File: config.mk
export PLATFORM = sky130hd
export DESIGN_NAME = flag_register_unit
export DESIGN_NICKNAME = d
export VERILOG_FILES = /design/src/rtl/flag_register_unit.sv
export SDC_FILE = /design/constraint.sdc
export NUM_CORES = 1
export LEC_CHECK = 0
export BUFFER_PORTS_ARGS = -buffer_cell sky130_fd_sc_hd__buf_2
export CAP_MARGIN = 30
export CORE_ASPECT_RATIO = 0.7
export CORE_UTILIZATION = 50
export CTS_BUF_LIST = sky130_fd_sc_hd__clkbuf_8
export CTS_CLUSTER_SIZE = 20
export DETAILED_ROUTE_END_ITERATION = 10
export GPL_ROUTABILITY_DRIVEN = 0
export HOLD_SLACK_MARGIN = 0.08
export PLACE_DENSITY = 0.89
export SLEW_MARGIN = 25
export SYNTH_ARGS = -nofsm -noshare
export SYNTH_HDL_FRONTEND = slang
export SYNTH_SLANG_ARGS = --single-unit
File: constraint.sdc
create_clock -name clk -period 2 [get_ports clk]
set_clock_uncertainty 0.15 [all_clocks]
set_input_delay 0.2 -clock clk [delete_from_list [all_inputs] [get_ports clk]]
set_output_delay 0.2 -clock clk [all_outputs]
set_load 0.1 [all_outputs]
File: src/rtl/flag_register_unit.sv
// NZCV flag register fed by the ALU: capture stage, commit stage and
// B.cond evaluation against the committed flags, with stall while an update is in flight.
module flag_register_unit #(
    parameter int unsigned WIDTH = 64
) (
    input  logic             clk,
    input  logic             reset,
    input  logic [WIDTH-1:0] alu_result,
    input  logic             alu_carry,
    input  logic             alu_overflow,
    input  logic             alu_valid,
    input  logic             set_flags,
    input  logic             cond_req,
    input  logic [3:0]       cond_code,
    output logic [3:0]       flags,
    output logic             stall,
    output logic             cond_valid,
    output logic             cond_taken
);

    localparam int unsigned LEVELS = (WIDTH <= 4) ? 1 : (($clog2(WIDTH) + 1) / 2);
    localparam int unsigned PAD    = 1 << (2 * LEVELS);

    // Offset of tree level k inside the flat node vector (level 0 = leaves).
    function automatic int unsigned lvl_off(input int unsigned k);
        int unsigned o;
        o = 0;
        for (int unsigned j = 0; j < k; j++) begin
            o = o + (PAD >> (2 * j));
        end
        return o;
    endfunction

    localparam int unsigned TOTAL = lvl_off(LEVELS + 1);

    typedef enum logic {
        ST_IDLE,
        ST_PENDING
    } state_t;

    state_t           state;
    state_t           state_next;
    logic [WIDTH-1:0] cap_result;
    logic             cap_carry;
    logic             cap_overflow;
    logic             capture;
    logic             commit;
    logic             accept;
    logic             zero;
    logic [TOTAL-1:0] nodes;

    // Condition table folded as base test on code[3:1], inverted by code[0] except for AL.
    function automatic logic eval_cond(input logic [3:0] code, input logic [3:0] nzcv);
        logic n;
        logic z;
        logic c;
        logic v;
        logic base;
        n = nzcv[3];
        z = nzcv[2];
        c = nzcv[1];
        v = nzcv[0];
        case (code[3:1])
            3'd0:    base = z;
            3'd1:    base = c;
            3'd2:    base = n;
            3'd3:    base = v;
            3'd4:    base = c & ~z;
            3'd5:    base = (n == v);
            3'd6:    base = ~z & (n == v);
            default: base = 1'b1;
        endcase
        if (code[0] && (code[3:1] != 3'd7)) begin
            return ~base;
        end
        return base;
    endfunction

    genvar gi;
    genvar gk;
    genvar gj;

    for (gi = 0; gi < PAD; gi++) begin : g_leaf
        if (gi < WIDTH) begin : g_bit
            assign nodes[gi] = cap_result[gi];
        end else begin : g_pad
            assign nodes[gi] = 1'b0;
        end
    end

    for (gk = 1; gk <= LEVELS; gk++) begin : g_lvl
        for (gj = 0; gj < (PAD >> (2 * gk)); gj++) begin : g_node
            assign nodes[lvl_off(gk) + gj] = |nodes[lvl_off(gk - 1) + 4 * gj +: 4];
        end
    end

    assign zero = ~nodes[TOTAL - 1];

    always_comb begin
        state_next = ST_IDLE;
        capture    = alu_valid & set_flags;
        commit     = (state == ST_PENDING);
        if (capture) begin
            state_next = ST_PENDING;
        end
        stall  = cond_req & (commit | capture);
        accept = cond_req & ~stall;
    end

    always_ff @(posedge clk or negedge reset) begin
        if (!reset) begin
            state <= ST_IDLE;
        end else begin
            state <= state_next;
        end
    end

    always_ff @(posedge clk or negedge reset) begin
        if (!reset) begin
            cap_result   <= '0;
            cap_carry    <= 1'b0;
            cap_overflow <= 1'b0;
            flags        <= '0;
            cond_valid   <= 1'b0;
            cond_taken   <= 1'b0;
        end else begin
            if (capture) begin
                cap_result   <= alu_result;
                cap_carry    <= alu_carry;
                cap_overflow <= alu_overflow;
            end
            if (commit) begin
                flags <= {cap_result[WIDTH-1], zero, cap_carry, cap_overflow};
            end
            cond_valid <= accept;
            if (accept) begin
                cond_taken <= eval_cond(cond_code, flags);
            end
        end
    end

endmodule
==> out/results.tsv <==
stage	metric	value	unit
detailed_routing	first_pass_iters	4	
clocking	cts_buffer_depth	2	
power_and_ir_drop	peakVddDrop	0.614	mV
power_and_ir_drop	internal_power	2.58	mW
power_and_ir_drop	netSwitchingPower	1.00	mW
yosys	synth_area	2910	sq um
place	dp_cells	339	
floorplanning	start_util	53.7	%
clocking	cts_resized	0	
clocking	clockRootBuffer	clkbuf_8	
sta	fin_crit_sh	90.1	%
critical_path	crit_required	2070	ps
critical_path	path_cells	dlygate4sd3_1 -> buf_2 -> or4b_1 -> a31oi_1 -> xnor2_1 -> a31oi_1	
layout	num-fill-cells	305	
yosys	synth_commonest_cells	dfrtp_1 (73), mux2_2 (69), nor4_1 (15)	
critical_path	slowest_delay	540	ps
layout	final_cells	426	
critical_path	cp-startpoint	cond_code[1]	
clocking	cts_tree	yes	
global_route	antenna_found_initial	0	
sta	final.min_clock_period	1800	ps
floorplanning	fp-row-count	22	
power_and_ir_drop	p_clk_share	28.2	%
layout	multiInputGateArea	1040	sq um
detailed_routing	wl_per_cell	15.8	um
sta	fmax	0.555	GHz
layout	fin_util	79.9	%
yosys	avgSynthCellArea	15.3	sq um
global_route	grt_use_total	24.6	%
sta	hold_violations	0	
power_and_ir_drop	p_leak	1.92	nW
power_and_ir_drop	power_frac_comb	20.7	%
clocking	clkTransAtPathRegs	70	ps
yosys	synth_top_area_share	62.7	%
floorplanning	io_pins	82	
place	dp_hpwl	3.87	mm
clocking	cts_max_level	3	
worst_hold_path	min_path_type	in -> reg	
flow_run	maxCapViolCount	0	
clocking	cts_sinks	73	
power_and_ir_drop	p_sw_share	28.0	%
detailed_routing	viasPerCell	5.08	
global_route	grt_first_pass_wirelength	10.9	mm
yosys	synth_edf_count	0	
critical_path	cp_slowest_cell	dlygate4sd3_1	
yosys	syn_inst	190	
detailed_routing	antenna_left	0	
global_route	overflow	0	
critical_path	worst-setup-path-type	in -> reg	
yosys	synth_fp_nets	265	
sta	rsz0062_at_grt	false	
critical_path	crit_buf_inv	2	
clocking	clock_latency	350	ps
sta	finalSetupViolations	0	
sta	fin_tns_setup	0	ps
critical_path	crit_fanout	5	
layout	syn_to_final_growth	48.7	%
floorplanning	die_area	6140	sq um
detailed_routing	vias	2162	
yosys	yosysSeqAreaShare	62.7	%
power_and_ir_drop	finalPower	3.59	mW
status	outcome	finished, final reports clean	
clocking	numCtsBuffers	9	
power_and_ir_drop	powerDensity	828	nW/um^2
power_and_ir_drop	pwr-share-seq	51.1	%
sta	max_slew.worst_pin.slew	487	ps
detailed_routing	wl	6.73	mm
layout	drive_above_1_share	49.2	%
layout	antennaDiodeCount	0	
yosys	async_flop_share	100	%
floorplanning	fp.dieW	93.2	um
yosys	synth_cell_types	21	
yosys	yosys.area.top_type	dfrtp_1	
critical_path	cp-start-kind	primary input	
sta	slew_headroom	67.7	%
floorplanning	core	5420	sq um
global_route	grt_max_degree	74	
critical_path	rr_startpoint	cap_result[12]	
critical_path	arrival	1870	ps
yosys	ys.flop_type	dfrtp_1	
yosys	synth_most_common_cell	dfrtp_1	
worst_hold_path	min_from	cond_code[3]	
layout	nets	424	
yosys	synth.top_cells.by_area	dfrtp_1 (63%), mux2_2 (27%), nor4_1 (3.2%), buf_2 (1.2%), mux4_1 (0.90%)	
critical_path	critical-path-top-delay-family	buffers and inverters	
critical_path	endpoint_kind	register	
global_route	first_global_vias	2296	
detailed_routing	drt-initial-drc-count	82	
detailed_routing	drc	0	
layout	regArea	1830	sq um
place	io_buffers	81	
critical_path	crit_path_frequent_cell	a31oi_1	
floorplanning	die_h	65.9	um
sta	drv_slew	0	
yosys	ys_ff_latch	73	
yosys	synth_warnings	0	
==> cells by family after synthesis <==
group	share of synthesized area, %
DFF	62.7
muxes	27.6
and+or+nand+nor	6.61
buffers and inverters	1.46
AOI/OAI and AO/OA	1.03
xor gates and xnor gates	0.601
==> tightest hold or removal path, cell delays in order <==
cell     delay [ps]
buf_2           110
a31oi_1          90
xnor2_1         120
a31oi_1          70
==> state kept, by name, indices dropped and copies added (netlist names) <==
signal / count
flags: 4
commit: 1
cond_taken: 1
cap_carry: 1
cap_overflow: 1
cap_result: 64
cond_valid: 1
==> final timing paths <==
path / end / slack, ps / cells past startpoint
max in group asynchronous: flags[0] / 1130 / 3
hold / removal: cond_taken / 140 / 4
setup reg to reg: flags[2] / 220 / 5
setup / recovery: cond_taken / 200 / 6
hold reg to reg: cap_result[7] / 360 / 1
min in group asynchronous: cond_taken / 260 / 3
==> power groups by stage <==
stage / sequential (mW) / combinational, mW / clock [mW]
6_report: 1.83 / 0.743 / 1.01
5_1_grt: 1.86 / 0.793 / 1.11
4_1_cts: 1.83 / 0.738 / 1.03
3_5_place_dp: 1.85 / 0.630 / 0
3_3_place_gp: 1.84 / 0.611 / 0
2_1_floorplan: 1.97 / 0.295 / 0
==> timing repair <==
item	4_1_cts	5_1_grt
hold endpoints to repair	141	0
hold buffers	71	0
buffers inserted	0	0
==> layer usage <==
layer | global-route usage, % | vias up | wire (um) | part of all wire [%]
met3 | 9.43 | 14 | 386 | 5.7
met1 | 28.6 | 1067 | 2880 | 43
met5 | 0 | - | 0 | 0
met4 | 7.50 | 0 | 96 | 1.4
met2 | 42.5 | 62 | 3370 | 50
li1 | - | 1019 | - | -
==> area by class of cell <==
class,instances,share of cell area [%]
clock buffer,11,3.50
clock inverter,5,0.520
inverter,1,0.0867
multi-input combinational,108,24.1
sequential,73,42.3
tap,72,2.08
timing repair buffer,156,27.4
==> cells in the final DEF (no fill, tap or decap), types with 2 or more instances in the layout <==
cell type | Yosys | final
mux2_2 | 69 | 69
nor3b_1 | 2 | 2
a31oi_1 | 2 | 2
nor2_1 | 3 | 3
buf_12 | 0 | 3
dfrtp_2 | 0 | 4
dlygate4sd3_1 | 0 | 71
nand4_1 | 4 | 4
buf_2 | 7 | 80
clkbuf_8 | 0 | 11
xnor2_1 | 2 | 2
inv_1 | 1 | 3
o21ai_0 | 2 | 2
dfrtp_1 | 73 | 69
clkinv_2 | 0 | 3
buf_4 | 0 | 2
nor4_1 | 15 | 15
==> per-stage QoR <==
stage	hold WS [ps]	cell area, sq um	worst slack, ps
after floorplan	-246	2920	163
after global placement	105	3450	246
after detailed placement	105	3450	273
after CTS	130	4330	239
after global routing	139	4330	71.0
final	142	4330	198
Note: power is estimated with default switching activity, not from simulation.
